[config.mk]
export PLATFORM = sky130hd
export DESIGN_NAME = leaf_link_buffer
export DESIGN_NICKNAME = d
export VERILOG_FILES = /design/src/rtl/leaf_link_buffer.sv
export SDC_FILE = /design/constraint.sdc
export NUM_CORES = 2
export LEC_CHECK = 0
export BUFFER_PORTS_ARGS = -buffer_cell sky130_fd_sc_hd__buf_4
export CORE_MARGIN = 2
export CORE_UTILIZATION = 50
export CTS_CLUSTER_DIAMETER = 120
export CTS_CLUSTER_SIZE = 20
export DETAILED_ROUTE_END_ITERATION = 8
export GPL_TIMING_DRIVEN = 1
export PLACE_DENSITY = 0.68
export SYNTH_ARGS = -nofsm -noshare
export SYNTH_HDL_FRONTEND = slang
export SYNTH_SLANG_ARGS = --single-unit
export TNS_END_PERCENT = 50
[constraint.sdc]
create_clock -name clk -period 13.1 [get_ports clk]
set_input_delay 0.655 -clock clk [delete_from_list [all_inputs] [get_ports clk]]
set_output_delay 0.655 -clock clk [all_outputs]
set_load 0.05 [all_outputs]
[src/rtl/leaf_link_buffer.sv]
// leaf_link_buffer: leaf-to-network packet FIFO with credit backpressure, downstream register and counters
module leaf_link_buffer #(
  parameter int PACKET_BITS = 97,
  parameter int FIFO_ADDR_BITS = 4,
  parameter int SKID = 2
) (
  input  logic                   clk,
  input  logic                   reset,
  input  logic [PACKET_BITS-1:0] i_leaf_stream,
  output logic                   o_bft_ready,
  output logic [PACKET_BITS-1:0] o_net_stream,
  input  logic                   i_net_ready,
  input  logic [PACKET_BITS-1:0] i_net_stream,
  output logic [PACKET_BITS-1:0] o_leaf_stream,
  output logic [31:0]            o_tx_count,
  output logic [15:0]            o_drop_count
);
  localparam int DEPTH = 1 << FIFO_ADDR_BITS;
  typedef logic [FIFO_ADDR_BITS:0] occ_t;
  typedef logic [FIFO_ADDR_BITS-1:0] ptr_t;
  logic [PACKET_BITS-1:0] ram [DEPTH];
  occ_t occ, occ_next;
  ptr_t wr_ptr, rd_ptr;
  logic in_v, head_v, pop, push, drop, ram_empty, head_load, rd, bypass, wr;
  always_comb begin
    in_v = i_leaf_stream[PACKET_BITS-1];
    head_v = o_net_stream[PACKET_BITS-1];
    pop = head_v & i_net_ready;
    push = in_v & ((int'(occ) < DEPTH) | pop);
    drop = in_v & !push;
    ram_empty = occ == occ_t'(head_v);
    head_load = !head_v | pop;
    rd = head_load & !ram_empty;
    bypass = head_load & ram_empty & push;
    wr = push & !bypass;
    occ_next = occ + occ_t'(push) - occ_t'(pop);
  end
  always_ff @(posedge clk) begin
    if (reset) begin
      occ <= '0;
      wr_ptr <= '0;
      rd_ptr <= '0;
      o_net_stream <= '0;
      o_leaf_stream <= '0;
      o_bft_ready <= 1'b0;
      o_tx_count <= '0;
      o_drop_count <= '0;
    end else begin
      occ <= occ_next;
      wr_ptr <= wr ? wr_ptr + ptr_t'(1) : wr_ptr;
      rd_ptr <= rd ? rd_ptr + ptr_t'(1) : rd_ptr;
      o_net_stream <= !head_load ? o_net_stream : rd ? ram[rd_ptr] : bypass ? i_leaf_stream : '0;
      o_leaf_stream <= i_net_stream;
      o_bft_ready <= int'(occ_next) + SKID < DEPTH;
      o_tx_count <= pop ? o_tx_count + 32'd1 : o_tx_count;
      o_drop_count <= (drop && o_drop_count != 16'hFFFF) ? o_drop_count + 16'd1 : o_drop_count;
    end
  end
  always_ff @(posedge clk) begin
    if (wr) ram[wr_ptr] <= i_leaf_stream;
  end
endmodule

---- Word level (Yosys, flattened, before mapping) ----
Memory sizes are Yosys's and may differ from the RTL's. A register that Yosys moved wholly into a read port is not among the register bits.
Cells that the tools add are included.
W data, S select, Z words.
storage, ports and cells
  memories ................................ 1
  bits in latches ......................... 0
  bits in writable memories ............... 1552
  input bits .............................. 197
  logic and storage cells ................. 40
  output and inout port bits .............. 243
  ROM bits ................................ 0
  flip-flop bits (word level) ............. 256
memories
  name  depth  bits a word  rd ports  clocked after Yosys merged registers in  wr ports  RTL line  source
  ram   16     97           1         1                                        1         21        logic [PACKET_BITS-1:0] ram [DEPTH];
cells by class
  reductions and logical operators ........ 5
  order comparisons ....................... 2
  mux-type cells .......................... 6
  divide/modulo/power cells ............... 0
  shift operators ......................... 0
  multiply operators ...................... 0
  bitwise operators ....................... 9
  add/subtract/negate cells ............... 7
  equality and inequality tests ........... 2
operators with widths
  operator                 number
  $mux W97                 2
  $add A32 B1 Y32 const B  1
  $add A16 B1 Y16 const B  1
  $ne A16 B16 Y1 const B   1
  $add A4 B1 Y4 const B    2
  $mux W4                  2
  $and A1 B1 Y1            7
  $add A5 B2 Y6 const B    1
  $lt A6 B5 Y1 const B     1
  $add A5 B1 Y5            1
  $eq A5 B1 Y1             1
  $lt A5 B5 Y1 const B     1
  $sub A5 B1 Y5            1
  $logic_not A1 Y1         4
  $mux W1                  2
  $or A1 B1 Y1             2
  $logic_and A1 B1 Y1      1

---- Longest topological paths before layout ----
  depth after elaboration ................. 8
  gate-level depth with buffers ........... 12
  mapped depth without buffers ............ 12

---- Least setup slack after synthesis ----
Ideal clock, no wire load.
  path type ............................... register -> register
  from .................................... register o_net_stream[96]
  to ...................................... memory ram[3][0] (enable)
  path buffers ............................ 0
  setup slack ............................. 4300 ps
  data required time ...................... 12429 ps
  library setup time ...................... 671 ps
  arrival ................................. 8129 ps
  clock period less this slack ............ 8800 ps
  cell stages (with the launch flop) ...... 5
  path through ............................ dfxtp_1 -> a21boi_1 -> nor2_1 -> nand3_1 -> nor3_1
on the way
  cells in the longest elaborated chain, start to end .. 8
  elaborated cells on any way between the ends .. 12
  those cells by class .................... 1 x eq/ne; 2 x mux; 7 x bitwise; 2 x reduce/logical
ends and longest elaborated chain
  item                                                      RTL line  source
  start: declaration                                        11        output logic [PACKET_BITS-1:0] o_net_stream,
  start signal: assignment                                  52        o_net_stream <= !head_load ? o_net_stream : rd ? ram[rd_ptr] : bypass ? i_leaf_stream : '0;
  $and A1 B1 Y1 / $logic_not A1 Y1 (equally long branches)  28, 32
  $or A1 B1 Y1 (on tied branches)                           32, 29
  $and A1 B1 Y1 (on tied branches)                          34, 29
  $and A1 B1 Y1                                             34        bypass = head_load & ram_empty & push;
  $logic_not A1 Y1                                          35        wr = push & !bypass;
  $and A1 B1 Y1 *                                           35
  $mux W1 *                                                 60        if (wr) ram[wr_ptr] <= i_leaf_stream;
  $mux W1 (implied by the code) *                           60
  end: declaration                                          21
Mark *: on every way between the ends. The rest lies on a longest branch, timed or not.

==> impl_results.md <==
- CP arrival: 5270 ps
- Share of cells above drive strength 1: 28.7%
- Synth Net Count: approximately 3500
- Setup TNS: 0 ps
- Placed cells: 5334
- VDD IR max: roughly 0.00013 V
- Fin Clk Skew: 32.1 ps
- Die ar.: 139000 um2
- Vias: 33200
- First-pass GRT wire length: 225 mm
- Final setup violation count: 0
- PnR worst setup slack: 8390 ps
- Max Cap Violations: 0
- Vias in the first global route: around 34000
- Hold WC Path Type: input pin to flop
- Synth top area share: 68.5%
- Synth Area in Adders: 0.269%
- Synth area leaders: edfxtp_1 (69%), mux4_2 (13%), dfxtp_1 (7.7%), mux2i_1 (2.9%), a22oi_1 (1.1%)
- Yosys cell types: 58
- Worst-Margin Slew: 1190 ps
- Gp weighted congestion: 0.783
- Post-Syn Area: 68000 um2
- CTS sink cnt: 1812
- Clock latency on the worst-skew pair: roughly 750 ps
- GR Util All Layers: between 20% and 30%
- Grt total ovfl: 0
- Row count: 135
- Iter 0 DRT Violations: roughly 3200
- Final period util: 35.9%
- Initial DRT Pass Iterations: 5
- Post-DR vias/cell: 6.00
- Num CTS Buffers: 100
- Ys Warns: 0
- Remaining DRCs: 0
- Syn avg cell area: 21.0 um2
- CP peak stage delay: around 1000 ps
- Power Dens Cells: around 160 nW/um2
- Min cycle time layout: 4710 ps
- Compound-gate portion of the synthesized area: roughly 3.4%
- Top FF cell, synth: edfxtp_1
- # H-tree levels: 3
- Max-slew violations: 0
- Mux cell area share after synthesis: 15.9%
- Nature of the critical path startpoint: flop
- I/O Pins: between 400 and 500
- Drt total wl: 152 mm
- DIE HEIGHT: 373 um
- CP Class: flop to flop
- Post-CTS Setup Inserts: 0
- Most frequent CP cell: buf_4
- # resized after CTS: 0
- Core area: 135000 um2
- F_max: about 0.21 GHz
- Antenna violations before repair: 12
- Pin count of the biggest net entering global routing: 158
- Hpwl dp: 82.6 mm
- Synth Instances: 3241
- Slowest cell on crit path: dfxtp_4
- RSZ-0062 raised after global routing: no
- Post-layout nets: 3866
- Clk pin slew, worst setup/hold paths: 90 ps
- CTS Hold Buffers Added: 0
- Post-synth ARST share: 0%
- Area grow syn2layout: 12.1%
- I/O Buffers: 439
- Crit-path cells: buf_4 > buf_4 > buf_4 > mux4_2 > mux2i_1 > o221ai_1
- Post-synthesis xor/xnor area fraction: 0.167%
- Lkg Pwr: 24.1 nW
- Final std cells w/o fill: roughly 5500
- Post-synthesis sequential area ratio: 76.2%
- Longest Clk Path Bufs: 3
- TritonCTS clock tree: done
- Power consumption: about 12 mW
- Final Hold Fails: 0
- FF+latch count, synth: 1812
- ANT nets after route: 0
- Main combinational cell family by area after synthesis: multiplexers
- Setup Slack @ Placement: 8200 ps
- CP required: 13670 ps
- Die Width: 373 um
- Simple-gate share of the synthesized area: between 2 and 3%
- Initial Util: 50.3%
- Fin util: between 50% and 60%
- EDFF count, synth: 1552
- Status: completed
- Critical-path maximum fanout: between 40 and 50
- Clock root buffer master: clkbuf_16
- Fill cell count: 10100
- Worst Setup End Kind: flop
- Synth area leader: edfxtp_1
- Per-cell routed wire length: about 28 um
- Relative slew slack: approximately a fifth
==> registers in the layout, summed over array words and instances, names as in the netlist, named ones only <==
register and cells:
occ 5, wr_ptr 4, rd_ptr 4, o_bft_ready 1, o_tx_count 32, o_drop_count 16, ram 1552, o_leaf_stream 97
o_net_stream 97
==> cell usage after synthesis, types with 3 or more instances <==
master    count
nor2b_1     106
o31ai_1      16
clkbuf_1     81
nand3_1      27
a21oi_1      31
nand4_1      14
dfxtp_1     260
or4_1        17
and4_1        9
buf_2        59
edfxtp_1   1552
mux4_2      388
nor2_1       40
o211ai_1      7
a31oi_1       3
nor3_1        5
o221ai_1     50
xnor2_1       3
buf_1        35
nand2_1      20
xor2_1       10
nor4_1        7
or3_1        55
o211ai_2     40
o21ai_0      12
inv_1        18
mux2_2        6
a22oi_1      96
ha_1         13
a211oi_1      7
and2_1        5
nand2b_1      3
mux2i_1     197
and3_1        4
buf_4         6
buf_6         6
==> worst max-delay path, delay by kind of cell (launching register included) <==
| kind | cells | cell delay [ps] |
|---|---|---|
| multiplexers | 2 | 800 |
| buffers and inverters | 3 | 2390 |
| flip-flops | 1 | 1030 |
| AO/OA/AOI/OAI | 1 | 160 |
==> cell type report <==
| type | count | area, um2 | area share (%) |
|---|---|---|---|
| Tap cell | 1781 | 2230 | 2.92 |
| Multi-Input combinational cell | 1221 | 15400 | 20.2 |
| Clock inverter | 8 | 119 | 0.156 |
| Antenna cell | 4 | 10.0 | 0.0131 |
| Clock buffer | 175 | 2790 | 3.67 |
| Timing Repair Buffer | 499 | 3800 | 4.98 |
| Inverter | 21 | 78.8 | 0.103 |
| Sequential cell | 1812 | 51800 | 68.0 |
==> metrics by stage <==
step	instance area, um2	hold WS [ps]
detailed placement	73300	488
global route	76200	81.8
floorplan	68000	459
finish	76200	120
global placement	73300	465
CTS	76200	48.4
==> logic make-up (layout without fill, tap and decap cells) <==
| kind of cell | Yosys count | in the layout |
|---|---|---|
| flops | 1812 | 1812 |
| simple gates | 321 | 321 |
| mux | 593 | 593 |
| fa+ha+maj | 14 | 14 |
| buf+inv | 208 | 703 |
| other cells | 0 | 4 |
| compound gates | 280 | 280 |
| xor+xnor | 13 | 13 |
==> layout by cell type (no fill, tap or decap), drive strengths merged, types with 40 or more instances in the layout <==
cell    netlist  routed
a22oi        96      96
buf         106     499
clkbuf       81     175
dfxtp       260     260
edfxtp     1552    1552
mux2i       197     197
mux4        388     388
nor2         40      40
nor2b       106     106
o211ai       47      47
o221ai       50      50
or3          55      55
==> per-layer routing <==
layer / track usage, % / vias up / share of wire (%)
met2: 36.0 / 1030 / 50
met4: 5.85 / 10 / 2.6
li1: - / 14200 / -
met5: 0 / - / 0.043
met3: 3.30 / 226 / 5.5
met1: 30.5 / 17700 / 42
==> power by group <==
group          switching [mW]  internal [mW]
Clock                    1.79           1.46
Combinational            1.34          0.822
Sequential              0.200           6.57
Total                    3.33           8.86
==> final timing paths <==
check / startpoint / endpoint / cells after the start / slack [ps]
setup / recovery: flop / o_net_stream[2] / 6 / 8390
hold reg to reg: o_tx_count[29] / o_tx_count[29] / 2 / 500
hold / removal: i_net_stream[56] / o_leaf_stream[56] / 2 / 120
setup reg to reg: flop / o_net_stream[2] / 6 / 8390
(Power assumes the default switching activity.)
